===== src/rtl/apb_req_arbiter.sv =====
// Two-client round-robin APB master for the 16-slot register block at 0x0000-0x03C0.
// Define APB_TIMEOUT_EN to bound ACCESS to TIMEOUT cycles and return an error on expiry.
module apb_req_arbiter #(
    parameter int unsigned NUM_REQ = 2,
    parameter int unsigned ADDR_W  = 16,
    parameter int unsigned DATA_W  = 32,
    parameter int unsigned TIMEOUT = 16
) (
    input  logic                          PCLK,
    input  logic                          PRESETn,
    input  logic [NUM_REQ-1:0]            req,
    input  logic [NUM_REQ*ADDR_W-1:0]     req_addr,
    input  logic [NUM_REQ-1:0]            req_write,
    input  logic [NUM_REQ*DATA_W-1:0]     req_wdata,
    input  logic [NUM_REQ*DATA_W/8-1:0]   req_strb,
    output logic [NUM_REQ-1:0]            done,
    output logic [NUM_REQ-1:0]            err,
    output logic [DATA_W-1:0]             rdata,
    output logic                          PSELx,
    output logic                          PENABLE,
    output logic                          PWRITE,
    output logic [ADDR_W-1:0]             PADDR,
    output logic [DATA_W-1:0]             PWDATA,
    output logic [DATA_W/8-1:0]           PSTRB,
    input  logic                          PREADY,
    input  logic [DATA_W-1:0]             PRDATA
);

    localparam int unsigned STRB_W = DATA_W / 8;
    localparam logic [ADDR_W-1:0] LAST_SLOT = ADDR_W'(32'h03C0);

    typedef enum logic [1:0] {IDLE, SETUP, ACCESS} state_t;

    state_t              state_q, state_d;
    logic                last_q, last_d;
    logic                cur_q, cur_d;
    logic                psel_d, penable_d, pwrite_d;
    logic [ADDR_W-1:0]   paddr_d;
    logic [DATA_W-1:0]   pwdata_d, rdata_d;
    logic [STRB_W-1:0]   pstrb_d;
    logic [NUM_REQ-1:0]  done_d, err_d;

    logic [1:0]          elig;
    logic                win;
    logic [ADDR_W-1:0]   sel_addr;
    logic                sel_write;
    logic [DATA_W-1:0]   sel_wdata;
    logic [STRB_W-1:0]   sel_strb;
    logic                sel_valid;
    logic                to_hit;

`ifdef APB_TIMEOUT_EN
    localparam int unsigned CNT_W = (TIMEOUT > 1) ? $clog2(TIMEOUT) : 1;
    logic [CNT_W-1:0] cnt_q, cnt_d;
    assign to_hit = (cnt_q == CNT_W'(TIMEOUT - 1));
`else
    logic unused_timeout;
    assign unused_timeout = ^32'(TIMEOUT);
    assign to_hit = 1'b0;
`endif

    // Round-robin pick; a client completing this cycle is not eligible again yet.
    always_comb begin
        elig = req[1:0] & ~done[1:0];
        win  = 1'b0;
        if (elig[0] && elig[1]) begin
            win = ~last_q;
        end else if (elig[1]) begin
            win = 1'b1;
        end
        sel_addr  = win ? req_addr[ADDR_W +: ADDR_W]   : req_addr[0 +: ADDR_W];
        sel_write = win ? req_write[1]                 : req_write[0];
        sel_wdata = win ? req_wdata[DATA_W +: DATA_W]  : req_wdata[0 +: DATA_W];
        sel_strb  = win ? req_strb[STRB_W +: STRB_W]   : req_strb[0 +: STRB_W];
        sel_valid = (sel_addr[5:0] == 6'd0) && (sel_addr <= LAST_SLOT);
    end

    // Next-state and next-output logic.
    always_comb begin
        state_d   = state_q;
        last_d    = last_q;
        cur_d     = cur_q;
        psel_d    = PSELx;
        penable_d = PENABLE;
        pwrite_d  = PWRITE;
        paddr_d   = PADDR;
        pwdata_d  = PWDATA;
        pstrb_d   = PSTRB;
        done_d    = '0;
        err_d     = '0;
        rdata_d   = rdata;
`ifdef APB_TIMEOUT_EN
        cnt_d     = cnt_q;
`endif
        unique case (state_q)
            IDLE: begin
                if (|elig) begin
                    last_d = win;
                    if (sel_valid) begin
                        cur_d     = win;
                        psel_d    = 1'b1;
                        penable_d = 1'b0;
                        paddr_d   = sel_addr;
                        pwrite_d  = sel_write;
                        pwdata_d  = sel_wdata;
                        pstrb_d   = sel_write ? sel_strb : '0;
                        state_d   = SETUP;
`ifdef APB_TIMEOUT_EN
                        cnt_d     = '0;
`endif
                    end else begin
                        done_d[win] = 1'b1;
                        err_d[win]  = 1'b1;
                        rdata_d     = '0;
                    end
                end
            end
            SETUP: begin
                penable_d = 1'b1;
                state_d   = ACCESS;
            end
            ACCESS: begin
                if (PREADY) begin
                    psel_d        = 1'b0;
                    penable_d     = 1'b0;
                    done_d[cur_q] = 1'b1;
                    rdata_d       = PWRITE ? '0 : PRDATA;
                    state_d       = IDLE;
                end else if (to_hit) begin
                    psel_d        = 1'b0;
                    penable_d     = 1'b0;
                    done_d[cur_q] = 1'b1;
                    err_d[cur_q]  = 1'b1;
                    rdata_d       = '0;
                    state_d       = IDLE;
                end else begin
`ifdef APB_TIMEOUT_EN
                    cnt_d = cnt_q + CNT_W'(1);
`endif
                end
            end
            default: state_d = IDLE;
        endcase
    end

    always_ff @(posedge PCLK or negedge PRESETn) begin
        if (!PRESETn) begin
            state_q <= IDLE;
            last_q  <= 1'b1;
            cur_q   <= 1'b0;
            PSELx   <= 1'b0;
            PENABLE <= 1'b0;
            PWRITE  <= 1'b0;
            PADDR   <= '0;
            PWDATA  <= '0;
            PSTRB   <= '0;
            done    <= '0;
            err     <= '0;
            rdata   <= '0;
`ifdef APB_TIMEOUT_EN
            cnt_q   <= '0;
`endif
        end else begin
            state_q <= state_d;
            last_q  <= last_d;
            cur_q   <= cur_d;
            PSELx   <= psel_d;
            PENABLE <= penable_d;
            PWRITE  <= pwrite_d;
            PADDR   <= paddr_d;
            PWDATA  <= pwdata_d;
            PSTRB   <= pstrb_d;
            done    <= done_d;
            err     <= err_d;
            rdata   <= rdata_d;
`ifdef APB_TIMEOUT_EN
            cnt_q   <= cnt_d;
`endif
        end
    end

endmodule


===== config.mk =====
export PLATFORM = sky130hd
export DESIGN_NAME = apb_req_arbiter
export DESIGN_NICKNAME = d
export VERILOG_FILES = /design/src/rtl/apb_req_arbiter.sv
export SDC_FILE = /design/constraint.sdc
export NUM_CORES = 1
export LEC_CHECK = 0
export ABC_AREA = 1
export CAP_MARGIN = 20
export CORE_UTILIZATION = 43
export DETAILED_ROUTE_END_ITERATION = 8
export PLACE_DENSITY_LB_ADDON = 0.3
export SETUP_SLACK_MARGIN = 0.1
export SYNTH_ARGS = -nofsm -noshare
export SYNTH_HDL_FRONTEND = slang
export SYNTH_SLANG_ARGS = --single-unit

===== constraint.sdc =====
create_clock -name PCLK -period 4.5 [get_ports PCLK]
set_clock_uncertainty 0.1 [all_clocks]
set_input_delay 0.9 -clock PCLK [delete_from_list [all_inputs] [get_ports PCLK]]
set_output_delay 0.9 -clock PCLK [all_outputs]
set_load 0.02 [all_outputs]

==> After elaboration in Yosys (flattened, before gate mapping) <==
Cells that the tools add are included.
{ "word_totals": {"reg_bits": 95, "input_bits": 143, "output_inout_bits": 91, "word_cells": 73} }
{ "classes": {"magnitude_cmp": 5, "n_eq_ne": 6, "n_mux": 32, "n_bitwise": 3, "reduce_logical": 15} }
{ "op_table": {"columns": ["cell", "count"], "rows": [
  ["32-bit two-way mux", 5],
  ["32-bit one-hot mux with 2 select lines", 1],
  ["16-bit by 10-bit less-or-equal comparator with 1-bit output (second input constant)", 1],
  ["16-bit two-way mux", 1],
  ["2-bit two-way mux", 7],
  ["4-bit AND reduction", 3],
  ["1-bit two-way mux", 10],
  ["4-bit two-way mux", 2],
  ["2-bit inequality test (second input constant)", 4],
  ["6-bit logical NOT", 1],
  ["2-bit one-hot mux with 3 select lines", 1],
  ["3-bit AND reduction", 2],
  ["1-bit logical AND", 4],
  ["1-bit by 2-bit < comparator with 1-bit output (second input constant)", 2],
  ["2-bit one-hot mux with 2 select lines", 1],
  ["1-bit one-hot mux with 3 select lines", 1],
  ["3-bit nonzero test", 1],
  ["2-bit AND", 1],
  ["1-bit demux with 1-bit select", 2],
  ["2-bit by 1-bit equality test with 1-bit output (second input constant)", 1],
  ["2-bit equality test (second input constant)", 1],
  ["1-bit >= comparator (second input constant)", 2],
  ["2-bit logical NOT", 1],
  ["2-bit inverter", 1],
  ["other kinds (5)", 5]
]} }

==> Logic depth before layout (Yosys ltp) <==
{ "logic_depth": {"depth_word": 11, "depth_mapped": 13, "depth_no_buf": 12} }

==> Least setup slack after synthesis <==
No wires, ideal clock.
{ "synth_timing": {"kind": "input -> register", "from": "in req[1]", "to": "reg cur_q", "setup_ps": 132, "arrival_time_ps": 2021, "required_ps": 4268, "setup_slack_ps": 2247, "path_stages": 11, "n_path_buf": 2, "path_cell_list": "inv_2 nor2_4 buf_4 nand3b_1 nand2_1 nand2_1 nor2_4 nand4_4 clkbuf_1 nand2_1 o21ai_1"} }
{ "synth_via": {"elab_chain_cells": 7, "elab_cells_between_ends": 10, "cone_classes": "order compare (1); mux (3); bitwise (1); reduce/logical (5)"} }
{ "synth_lines": {"columns": ["element", "line", "source"], "rows": [
  ["start, declared", "11", "input logic [NUM_REQ-1:0] req,"],
  ["2-bit AND *", "64", "elig = req[1:0] & ~done[1:0];"],
  ["1-bit two-way mux / 1-bit logical AND (equally long branches)", "68, 66", null],
  ["1-bit two-way mux", "66", "if (elig[0] && elig[1]) begin"],
  ["16-bit two-way mux", "71", "sel_addr = win ? req_addr[ADDR_W +: ADDR_W] : req_addr[0 +: ADDR_W];"],
  ["16-bit by 10-bit less-or-equal comparator with 1-bit output / 6-bit logical NOT (equally long branches)", "75", "sel_valid = (sel_addr[5:0] == 6'd0) && (sel_addr <= LAST_SLOT);"],
  ["1-bit logical AND", "75", null],
  ["3-bit AND reduction (no line)", null, null],
  ["end signal, assigned", "166", "cur_q <= cur_d;"],
  ["end, declared", "36", "logic cur_q, cur_d;"]
]} }
Mark *: on every way between the ends. The rest lies on a longest branch, timed or not.
A chain may end at the register's enable or synchronous reset.

==> Final worst setup path <==
{ "layout_timing": {"from": "in req[1]", "to": "reg rdata[18]"} }
{ "layout_via": {"elab_chain_cells": 8, "elab_cells_between_ends": 12, "cone_classes": "order compare (1); eq/ne (2); mux (3); bitwise (1); reduce/logical (5)"} }
{ "layout_lines": {"columns": ["element", "line", "source"], "rows": [
  ["2-bit AND *", "64", null],
  ["1-bit two-way mux / 1-bit logical AND (equally long branches)", "68, 66", null],
  ["1-bit two-way mux", "66", null],
  ["16-bit two-way mux", "71", null],
  ["16-bit by 10-bit less-or-equal comparator with 1-bit output / 6-bit logical NOT (equally long branches)", "75", null],
  ["1-bit logical AND", "75", null],
  ["2-bit inequality test (no line)", null, null],
  ["4-bit AND reduction (no line) *", null, null],
  ["end signal, assigned", "175", "rdata <= rdata_d;"],
  ["end, declared", "18", "output logic [DATA_W-1:0] rdata,"]
]} }
Marks and branches as above.

==> qor.yml <==
run_status:
  outcome: "finished clean"
timing:
  relSlewSlack: 0.359
  final_max_slew_viol_count: 0
  rsz0062_at_grt: "false"
  fmax_mhz: 280
  tns_ns: 0
  tightest_slew_ns: 0.960
  min_period_over_period: 0.793
  hold_slack_ns: 0.384
  min_period_ns: 3.57
  setup_viol: 0
  worst_slack_ns: 0.932
  final-hold-violation-count: 0
global_route:
  grt.total_usage: 0.241
  antenna_found_initial: 0
  grt_overflow: 0
  grt_pass1_vias: 4535
  grt_pass1_wl_um: 21500
  grt_max_degree: 74
yosys:
  ys_seq_elements: 95
  synth-compound-area-share: 0.0413
  synth_area_um2: 4610
  synth.avg_cell_area_um2: 8.15
  synth_fa_ha_area_frac: 0
  synth_top_family_by_area: "simple AND/OR/NAND/NOR gates"
  synthTopCellsByArea: "dfrtp_1 51%, nand2_1 18%, mux2i_1 6.5%, nand3_1 4.3%, nor2_1 4.1%"
  synth_ff_type: "dfrtp_1"
  synthMuxAreaShare: 0.0652
  synth_top_cell_area_share: 0.511
  netlist_top_cells_count: "226 x nand2_1, 94 x dfrtp_1, 50 x nor2_1, 40 x nand3_1, 31 x o21ai_1"
  ys_seq_area_frac: 0.516
  synth_largest_area_cell: "dfrtp_1"
  synthSimpleGateAreaFrac: 0.311
  synth_xor_area_frac: 0
  synth_edf_count: 0
  synth_fp_nets: 708
  yosys_warnings: 0
  yosys.cell_types.count: 22
  synthCells: 565
  ys_async_sr_fraction: 1.00
  synth.most_common_cell: "nand2_1"
clock_network:
  insertion_delay_ns: 0.34
  clock-sinks: 95
  cts_tree: "yes"
  clockRootBuffer: "clkbuf_8"
  postCtsSetupRepairBufs: 0
  numCtsBuffers: 9
  cts_resized: 0
  cts_hold_buf: 0
  htree_levels: 3
  clockBufferDepth: 2
  cts.reportedPaths.clkPinSlew_ns: 0.09
placed_design:
  hpwl_um: 9780
  place_inst: 906
  dp_slack_ns: 0.599
  dpl_cell_area_um2: 6970
  place_congestion: 0.833
  portBuffers: 233
worst_setup_path:
  cp-end-kind: "flip-flop"
  cp.required_ns: 4.64
  startpoint_type: "primary input"
  worstSetupPathType: "in -> reg"
  rrSetupSlack_ns: 1.49
  worstPathMaxFanout: 33
  arrival_ns: 3.70
route:
  route.detailed.drc: 0
  vias: 4477
  vias_per_cell: 4.86
  routed_wl_um: 13100
  dr.pass1.iters: 4
  final_antenna_net_count: 0
  drtIter0Drc: 177
  routedWlPerCell_um: 14.2
floorplanning:
  ioPinCount: 234
  dieHeight_um: 106
  row_count: 37
  die_w_um: 106
  initial_core_util: 0.444
  dieArea_um2: 11100
  core_um2: 10400
cells_and_area:
  layout.cells.non_filler: 922
  multi_input_area_um2: 1920
  fill_cells: 861
  fin_nets: 924
  regArea_um2: 2380
  post-route-util: 0.690
  drive_above_1_share: 0.0445
  stdcell_area_um2: 7150
  area_delta_synth_final_pct: 55.2
  antenna_cells: 0
power:
  p_leak_nw: 3.44
  p_clk_frac: 0.301
  p_per_area_nw_per_um2: 245
  switching_power_uw: 497
  switching_share: 0.283
  seqPwrFrac: 0.499
  comb_power_share: 0.200
  power.total_mw: 1.75
  p_int_mw: 1.26
  peakVddDrop_mv: 0.171
run:
  max-cap-violations: 0
min_path:
  hp-class: "reg -> reg"
-- worst max-delay path, cell delays in order --
cell and delay [ns]:
clkdlybuf4s50_1 0.48, inv_2 0.05, nor2_4 0.22, nand2_2 0.25, inv_1 0.37, nand2_1 0.10, nand3_1 0.15, nor2_4 0.07
nand4_2 0.07, buf_4 0.33, nand2_2 0.45, nand2_1 0.19, nand2_1 0.07
-- worst paths after layout --
kind | startpoint | endpoint | cells after the start
min in group asynchronous | PRESETn | PWDATA[7] | 1
setup / recovery | req[1] | rdata[18] | 13
setup reg to reg | last_q | rdata[18] | 11
max in group asynchronous | PRESETn | PWRITE | 2
hold / removal | rdata[26] | rdata[26] | 2
hold reg to reg | rdata[26] | rdata[26] | 2
-- layout by cell type (no fill, tap or decap), drive strengths merged --
master and count:
mux2i 30, clkinv 3, buf 6, nand4 2, nor2 55, dfstp 1
nand2 228, clkbuf 9, nand3 42, o21ai 36, a21oi 2, nand3b 10
dfrtp 94, inv 35, clkinvlp 1, clkdlybuf4s50 232
-- power by group through the flow --
| stage | combinational [mW] | sequential, mW | clock [mW] |
|---|---|---|---|
| after floorplan | 0.159 | 0.903 | 0 |
| after global placement | 0.345 | 0.892 | 0 |
| after detailed placement | 0.352 | 0.892 | 0 |
| after CTS | 0.353 | 0.875 | 0.544 |
| after global routing | 0.383 | 0.877 | 0.576 |
| final | 0.351 | 0.875 | 0.527 |
-- sequential cells by signal (all words and copies together) (netlist names) --
register / count
PWDATA: 32
rdata: 32
PADDR: 16
PSTRB: 4
done: 2
err: 2
state_q: 2
PENABLE: 1
PSELx: 1
PWRITE: 1
cur_q: 1
last_q: 1
-- per-layer routing --
| metal | up-vias | wire [um] | track usage | share of wire |
|---|---|---|---|---|
| li1 | 2203 | - | - | - |
| met1 | 2073 | 5350 | 0.290 | 0.41 |
| met2 | 179 | 6580 | 0.426 | 0.50 |
| met3 | 22 | 896 | 0.0513 | 0.068 |
| met4 | 0 | 261 | 0.0883 | 0.020 |
| met5 | - | 0 | 0 | 0 |
-- cells by family after synthesis --
group / after synthesis
mux: 30
compound gates: 38
simple gates: 337
buf+inv: 65
flops: 95
-- final cells by class --
class | count | area share
Clock buffer | 9 | 0.0173
Clock inverter | 7 | 0.00770
Tap cell | 136 | 0.0238
Inverter | 32 | 0.0168
Sequential cell | 95 | 0.333
Timing Repair Buffer | 238 | 0.333
Multi-Input combinational cell | 405 | 0.269
Note: power is estimated with default switching activity, not from simulation.
